**src/rtl/gcd_pkg.sv**
```systemverilog
// Shared types and helpers for the GCD job feeder and its operand FIFO.
package gcd_pkg;

    localparam int unsigned GCD_WIDTH = 8;

    typedef enum logic [1:0] {
        ST_IDLE   = 2'b00,
        ST_LAUNCH = 2'b01,
        ST_WAIT   = 2'b10,
        ST_RESULT = 2'b11
    } state_e;

    // Bits needed to index v entries (minimum 1).
    function automatic int unsigned clog2(input int unsigned v);
        int unsigned r;
        r = 0;
        for (int unsigned i = 0; i < 32; i++) begin
            if ((32'd1 << i) < v) r = i + 1;
        end
        return (r == 0) ? 1 : r;
    endfunction

endpackage

```
**src/rtl/gcd_fifo.sv**
```systemverilog
// Operand-pair FIFO; pointers carry a wrap bit so full and empty are distinguishable.
module gcd_fifo
    import gcd_pkg::*;
#(
    parameter int unsigned WIDTH = 16,
    parameter int unsigned DEPTH = 4
) (
    input  logic             CLK,
    input  logic             reset,
    input  logic             push,
    input  logic             pop,
    input  logic [WIDTH-1:0] wdata,
    output logic [WIDTH-1:0] rdata,
    output logic             full,
    output logic             empty
);

    localparam int unsigned AW = clog2(DEPTH);

    logic [AW:0]      wr_ptr_q;
    logic [AW:0]      rd_ptr_q;
    logic [WIDTH-1:0] mem_q [DEPTH];
    logic             wr_en;
    logic             rd_en;

    assign full  = (wr_ptr_q[AW-1:0] == rd_ptr_q[AW-1:0]) && (wr_ptr_q[AW] != rd_ptr_q[AW]);
    assign empty = (wr_ptr_q == rd_ptr_q);
    assign wr_en = push && !full;
    assign rd_en = pop && !empty;
    assign rdata = mem_q[rd_ptr_q[AW-1:0]];

    always_ff @(posedge CLK) begin
        if (reset) begin
            wr_ptr_q <= '0;
            rd_ptr_q <= '0;
        end else begin
            if (wr_en) wr_ptr_q <= wr_ptr_q + (AW+1)'(1);
            if (rd_en) rd_ptr_q <= rd_ptr_q + (AW+1)'(1);
        end
    end

    // Storage needs no reset; only entries between the pointers are ever read.
    always_ff @(posedge CLK) begin
        if (wr_en) mem_q[wr_ptr_q[AW-1:0]] <= wdata;
    end

endmodule

```
**src/rtl/gcd_job_feeder.sv**
```systemverilog
// Feeds queued operand pairs to the GCD core one at a time, short-circuits zero
// operands, and bounds every core run with a watchdog.
module gcd_job_feeder
    import gcd_pkg::*;
#(
    parameter int unsigned WIDTH   = GCD_WIDTH,
    parameter int unsigned DEPTH   = 4,
    parameter int unsigned TIMEOUT = 1024
) (
    input  logic             CLK,
    input  logic             reset,
    input  logic             in_valid,
    output logic             in_ready,
    input  logic [WIDTH-1:0] in_a,
    input  logic [WIDTH-1:0] in_b,
    output logic [WIDTH-1:0] core_x,
    output logic [WIDTH-1:0] core_y,
    output logic             core_go,
    input  logic             core_done,
    input  logic [WIDTH-1:0] core_result,
    output logic             res_valid,
    input  logic             res_ready,
    output logic [WIDTH-1:0] res_data,
    output logic             res_err,
    output logic             busy
);

    localparam int unsigned    WDW     = clog2(TIMEOUT);
    localparam logic [WDW-1:0] WD_LAST = WDW'(TIMEOUT - 1);

    state_e           state_q;
    logic [WDW-1:0]   wd_q;
    logic [WIDTH-1:0] core_x_q;
    logic [WIDTH-1:0] core_y_q;
    logic [WIDTH-1:0] res_data_q;
    logic             res_err_q;

    logic             fifo_full;
    logic             fifo_empty;
    logic             fifo_push;
    logic             fifo_pop;
    logic [2*WIDTH-1:0] fifo_rdata;
    logic [WIDTH-1:0] head_a;
    logic [WIDTH-1:0] head_b;

    assign in_ready        = !fifo_full;
    assign fifo_push       = in_valid && !fifo_full;
    assign fifo_pop        = (state_q == ST_IDLE) && !fifo_empty;
    assign {head_a, head_b} = fifo_rdata;

    gcd_fifo #(
        .WIDTH (2*WIDTH),
        .DEPTH (DEPTH)
    ) u_fifo (
        .CLK   (CLK),
        .reset (reset),
        .push  (fifo_push),
        .pop   (fifo_pop),
        .wdata ({in_a, in_b}),
        .rdata (fifo_rdata),
        .full  (fifo_full),
        .empty (fifo_empty)
    );

    // Job sequencer: a zero operand never reaches the core since its loop would not terminate.
    always_ff @(posedge CLK) begin
        if (reset) begin
            state_q    <= ST_IDLE;
            wd_q       <= '0;
            core_x_q   <= '0;
            core_y_q   <= '0;
            res_data_q <= '0;
            res_err_q  <= 1'b0;
        end else begin
            case (state_q)
                ST_IDLE: begin
                    if (!fifo_empty) begin
                        core_x_q  <= head_a;
                        core_y_q  <= head_b;
                        res_err_q <= 1'b0;
                        if (head_a == '0 || head_b == '0) begin
                            res_data_q <= head_a | head_b;
                            state_q    <= ST_RESULT;
                        end else begin
                            state_q <= ST_LAUNCH;
                        end
                    end
                end
                ST_LAUNCH: begin
                    wd_q    <= '0;
                    state_q <= ST_WAIT;
                end
                ST_WAIT: begin
                    if (core_done) begin
                        res_data_q <= core_result;
                        state_q    <= ST_RESULT;
                    end else if (wd_q == WD_LAST) begin
                        res_data_q <= '0;
                        res_err_q  <= 1'b1;
                        state_q    <= ST_RESULT;
                    end else begin
                        wd_q <= wd_q + WDW'(1);
                    end
                end
                ST_RESULT: begin
                    if (res_ready) state_q <= ST_IDLE;
                end
                default: state_q <= ST_IDLE;
            endcase
        end
    end

    assign core_x    = core_x_q;
    assign core_y    = core_y_q;
    assign res_data  = res_data_q;
    assign res_err   = res_err_q;
    assign core_go   = (state_q == ST_LAUNCH);
    assign res_valid = (state_q == ST_RESULT);
    assign busy      = (state_q != ST_IDLE);

endmodule
```
**config.mk**
```make
export PLATFORM = sky130hd
export DESIGN_NAME = gcd_job_feeder
export DESIGN_NICKNAME = d
export VERILOG_FILES = /design/src/rtl/gcd_pkg.sv /design/src/rtl/gcd_fifo.sv /design/src/rtl/gcd_job_feeder.sv
export SDC_FILE = /design/constraint.sdc
export NUM_CORES = 1
export LEC_CHECK = 0
export ABC_AREA = 1
export ABC_CLOCK_PERIOD_IN_PS = 6000
export CAP_MARGIN = 20
export CORE_ASPECT_RATIO = 1.4
export CORE_MARGIN = 3
export CORE_UTILIZATION = 60
export DETAILED_ROUTE_END_ITERATION = 16
export HOLD_SLACK_MARGIN = 0.12
export PLACE_DENSITY = 0.85
export SLEW_MARGIN = 20
export SYNTH_ARGS = -nofsm -noshare
export SYNTH_HDL_FRONTEND = slang
export SYNTH_HIERARCHICAL = 1
export SYNTH_SLANG_ARGS = --single-unit
```
**constraint.sdc**
```tcl
create_clock -name CLK -period 6 [get_ports CLK]
set_input_delay 0.6 -clock CLK [delete_from_list [all_inputs] [get_ports CLK]]
set_output_delay 0.6 -clock CLK [all_outputs]
set_load 0.03 [all_outputs]
```
==> flow_summary_export.csv <==
group,metric,value,unit
logic_synthesis,ys_seq_area_share,59.3,%
flow_run,cap_violations,0,
routing,ant_nets,0,
routing,vias_per_cell,5.66,
status,outcome,"complete, no violations",
setup_path,path_class,"reg2reg",
clock_network,clk-insertion-delay-late,380,ps
cells_and_area,drive_above_1_share,7.76,%
clock_network,h-tree-depth,3,
power,power.internal,1.40,mW
logic_synthesis,synth.distinct_cells,32,
cells_and_area,antenna_cells,0,
global_routing,grt_pass1_wl,17700,µm
setup_path,cp-end-kind,"register",
floorplan,fp.dieH,111,µm
floorplan,die-area,9050,µm²
placed_design,dpl_cell_area,5380,µm²
logic_synthesis,ys_seq_elements,109,
routing,drtPass1Iterations,7,
global_routing,track_usage,25.4,%
power,ir_drop,0.254,mV
power,combPwrFrac,40.5,%
routing,drtIter0Drc,243,
cells_and_area,postLayoutCellArea,5570,µm²
cells_and_area,fillers,543,
logic_synthesis,yosysWarningCount,6,
min_path,hp-class,"reg2reg",
sta,rsz0062_at_grt,"false",
setup_path,worstPathArrival,3460,ps
logic_synthesis,postSynth.asyncResetShare,0,%
power,power,2.39,mW
global_routing,gr-total-overflow,0,
clock_network,post_cts_buffers,0,
clock_network,cts_resized,0,
power,p_clk_share,17.5,%
sta,setup_viol,0,
sta,setup_tns,0,ps
sta,maxSlewViolCount,0,
setup_path,path_max_fanout,33,
floorplan,ios,58,
clock_network,cts_tree,"built",
floorplan,rows,37,
power,p_per_area,430,nW/µm²
routing,totalWireLength,10500,µm
logic_synthesis,syn_nets,537,
power,switchingPower,0.990,mW
setup_path,crit_path_max_incr_delay,1030,ps
setup_path,setup.worst_path.start_class,"register",
cells_and_area,area_growth,17.0,%
setup_path,crit_buf_inv,2,
global_routing,grt_start_max_net_pins,39,
setup_path,crit_family,"flip-flops",
sta,tightest_slew,1050,ps
global_routing,antenna_found_initial,0,
sta,final_hold_viol_count,0,
routing,wire_per_inst,16.1,µm
placed_design,port_buffers,57,
sta,fmax,0.313,GHz
setup_path,critPathMostFrequentCell,"nand2_1",
logic_synthesis,synth_cells,497,
power,p_seq_share,42.0,%
floorplan,coreArea,7550,µm²
logic_synthesis,synth-edff-count,64,
sta,fin_crit_sh,53.2,%
sta,fin_crit,3190,ps
power,switching_share,41.4,%
sta,relSlewSlack,29.7,%
logic_synthesis,synthFlopType,"edfxtp_1",
clock_network,clk_pin_slew_worst_paths,110,ps
logic_synthesis,synth.avg_cell_area,9.57,µm²
logic_synthesis,syn-cell-area,4760,µm²
routing,vias,3687,
clock_network,postCtsHoldBufs,0,
global_routing,grt_pass1_vias,3687,
clock_network,cts_root_buf,"clkbuf_8",
placed_design,dp_hpwl,7230,µm
clock_network,clockBufferDepth,2,
cells_and_area,fin_nets,589,
clock_network,cts_sinks,109,
power,power_leakage,2.14,nW
clock_network,numCtsBuffers,9,
sta,finClkSkew,12.7,ps
setup_path,critPathSlowestCell,"dfxtp_1",
floorplan,start_util,63.0,%
setup_path,path_cells,"inv_2 > o21ai_0 > o22ai_1 > inv_1 > nand2_1 > nor2_1 > nand2_1 > nand2_1 > nand2_1 > nand2_1 > nand3_1 > nand2_1 > nor2_1",
placed_design,routabilityCongestion,0.832,
floorplan,die_x,81.3,µm
routing,drc_errors,0,
setup_path,crit_required,6270,ps
==> sequential cells by signal, indices dropped and copies added, names as in the netlist, named ones only <==
name and cells:
u_fifo/mem_q 64, wd_q 10, core_x 8, core_y 8, res_data 8, u_fifo/rd_ptr_q 3
u_fifo/wr_ptr_q 3, state_q 2, res_err 1
==> synth_stat cells (all sizes together) (3+ instances only) <==
library cell,number,area share (%)
nor2,72,6.1
inv,49,3.9
buf,11,1.4
dfxtp,45,19
clkbuf,8,0.66
o22ai,16,2.1
xor2,3,0.55
nand4,3,0.39
nand2,78,6.7
ha,11,2.9
nand3,21,3.1
o21ai,52,5.5
a21oi,55,5.8
edfxtp,64,40
nand3b,3,0.47
==> worst min-delay path, cell delays in order, from the launching register on <==
cell	delay, ps
dfxtp_1	330
nand2_1	60
a21oi_1	50
==> through the flow <==
step | hold slack, ps | instances | setup slack (ps) | util, %
after global placement | 463 | 635 | 3070 | 71.2
after global routing | 504 | 651 | 2480 | 73.8
final | 488 | 651 | 2810 | 73.8
after floorplan | 454 | 497 | 3790 | -
after detailed placement | 464 | 635 | 2910 | 71.2
after CTS | 480 | 651 | 2910 | 73.7
==> final timing paths <==
check / slack, ps / depth (start not counted) / from / end
worst min register to register: 490 / 2 / res_err / res_err
worst max-delay path: 2810 / 13 / register / res_data[2]
worst max register to register: 2810 / 13 / register / res_data[2]
worst min-delay path: 490 / 2 / res_err / res_err
==> logic make-up after synthesis <==
| logic type | synth area share, % |
|---|---|
| AND/OR/NAND/NOR | 17.1 |
| AO/OA/AOI/OAI | 14.0 |
| flip-flops | 59.3 |
| buffers and inverters | 5.92 |
| adder cells (fa/ha/maj) | 2.89 |
| XOR/XNOR | 0.737 |
==> layout make-up <==
class,instances,area (µm²),share of cell area [%]
Clock buffer,11,141,2.54
Clock inverter,5,42.5,0.764
Inverter,49,184,3.30
Multi-Input combinational cell,320,1660,29.8
Sequential cell,109,2820,50.7
Tap cell,97,121,2.18
Timing Repair Buffer,60,593,10.7
==> power by group through the flow <==
stage               combinational, mW  sequential [mW]  clock [mW]
detailed placement              0.956             1.02           0
global placement                0.934             1.02           0
CTS                             0.961             1.00       0.425
global route                     1.07             1.02       0.456
floorplan                       0.554             1.10           0
finish                          0.971             1.01       0.418
==> layout by cell type (no fill, tap or decap), types with 2 or more instances in the layout <==
cell type and instances:
edfxtp_1 64, xor2_1 3, nand3_4 3, nand2_1 70, nor2_2 2, nor2_4 3, nand3b_1 3, o22ai_1 16
buf_4 3, inv_1 42, o21ai_1 25, nand2_2 7, clkbuf_8 10, clkdlybuf4s50_1 57, nor2_1 67, inv_2 7
nand3_1 17, inv_8 2, ha_1 11, dfxtp_1 45, a21oi_1 55, o21ai_0 27, nand4_1 3
==> per-layer routing <==
| metal | global-route usage [%] | routed length [µm] |
|---|---|---|
| met1 | 30.1 | 3990 |
| met2 | 41.4 | 5320 |
| met3 | 5.83 | 638 |
| met4 | 15.3 | 504 |
| met5 | 0 | 0 |
No activity file was read; power rests on OpenSTA's default activity.
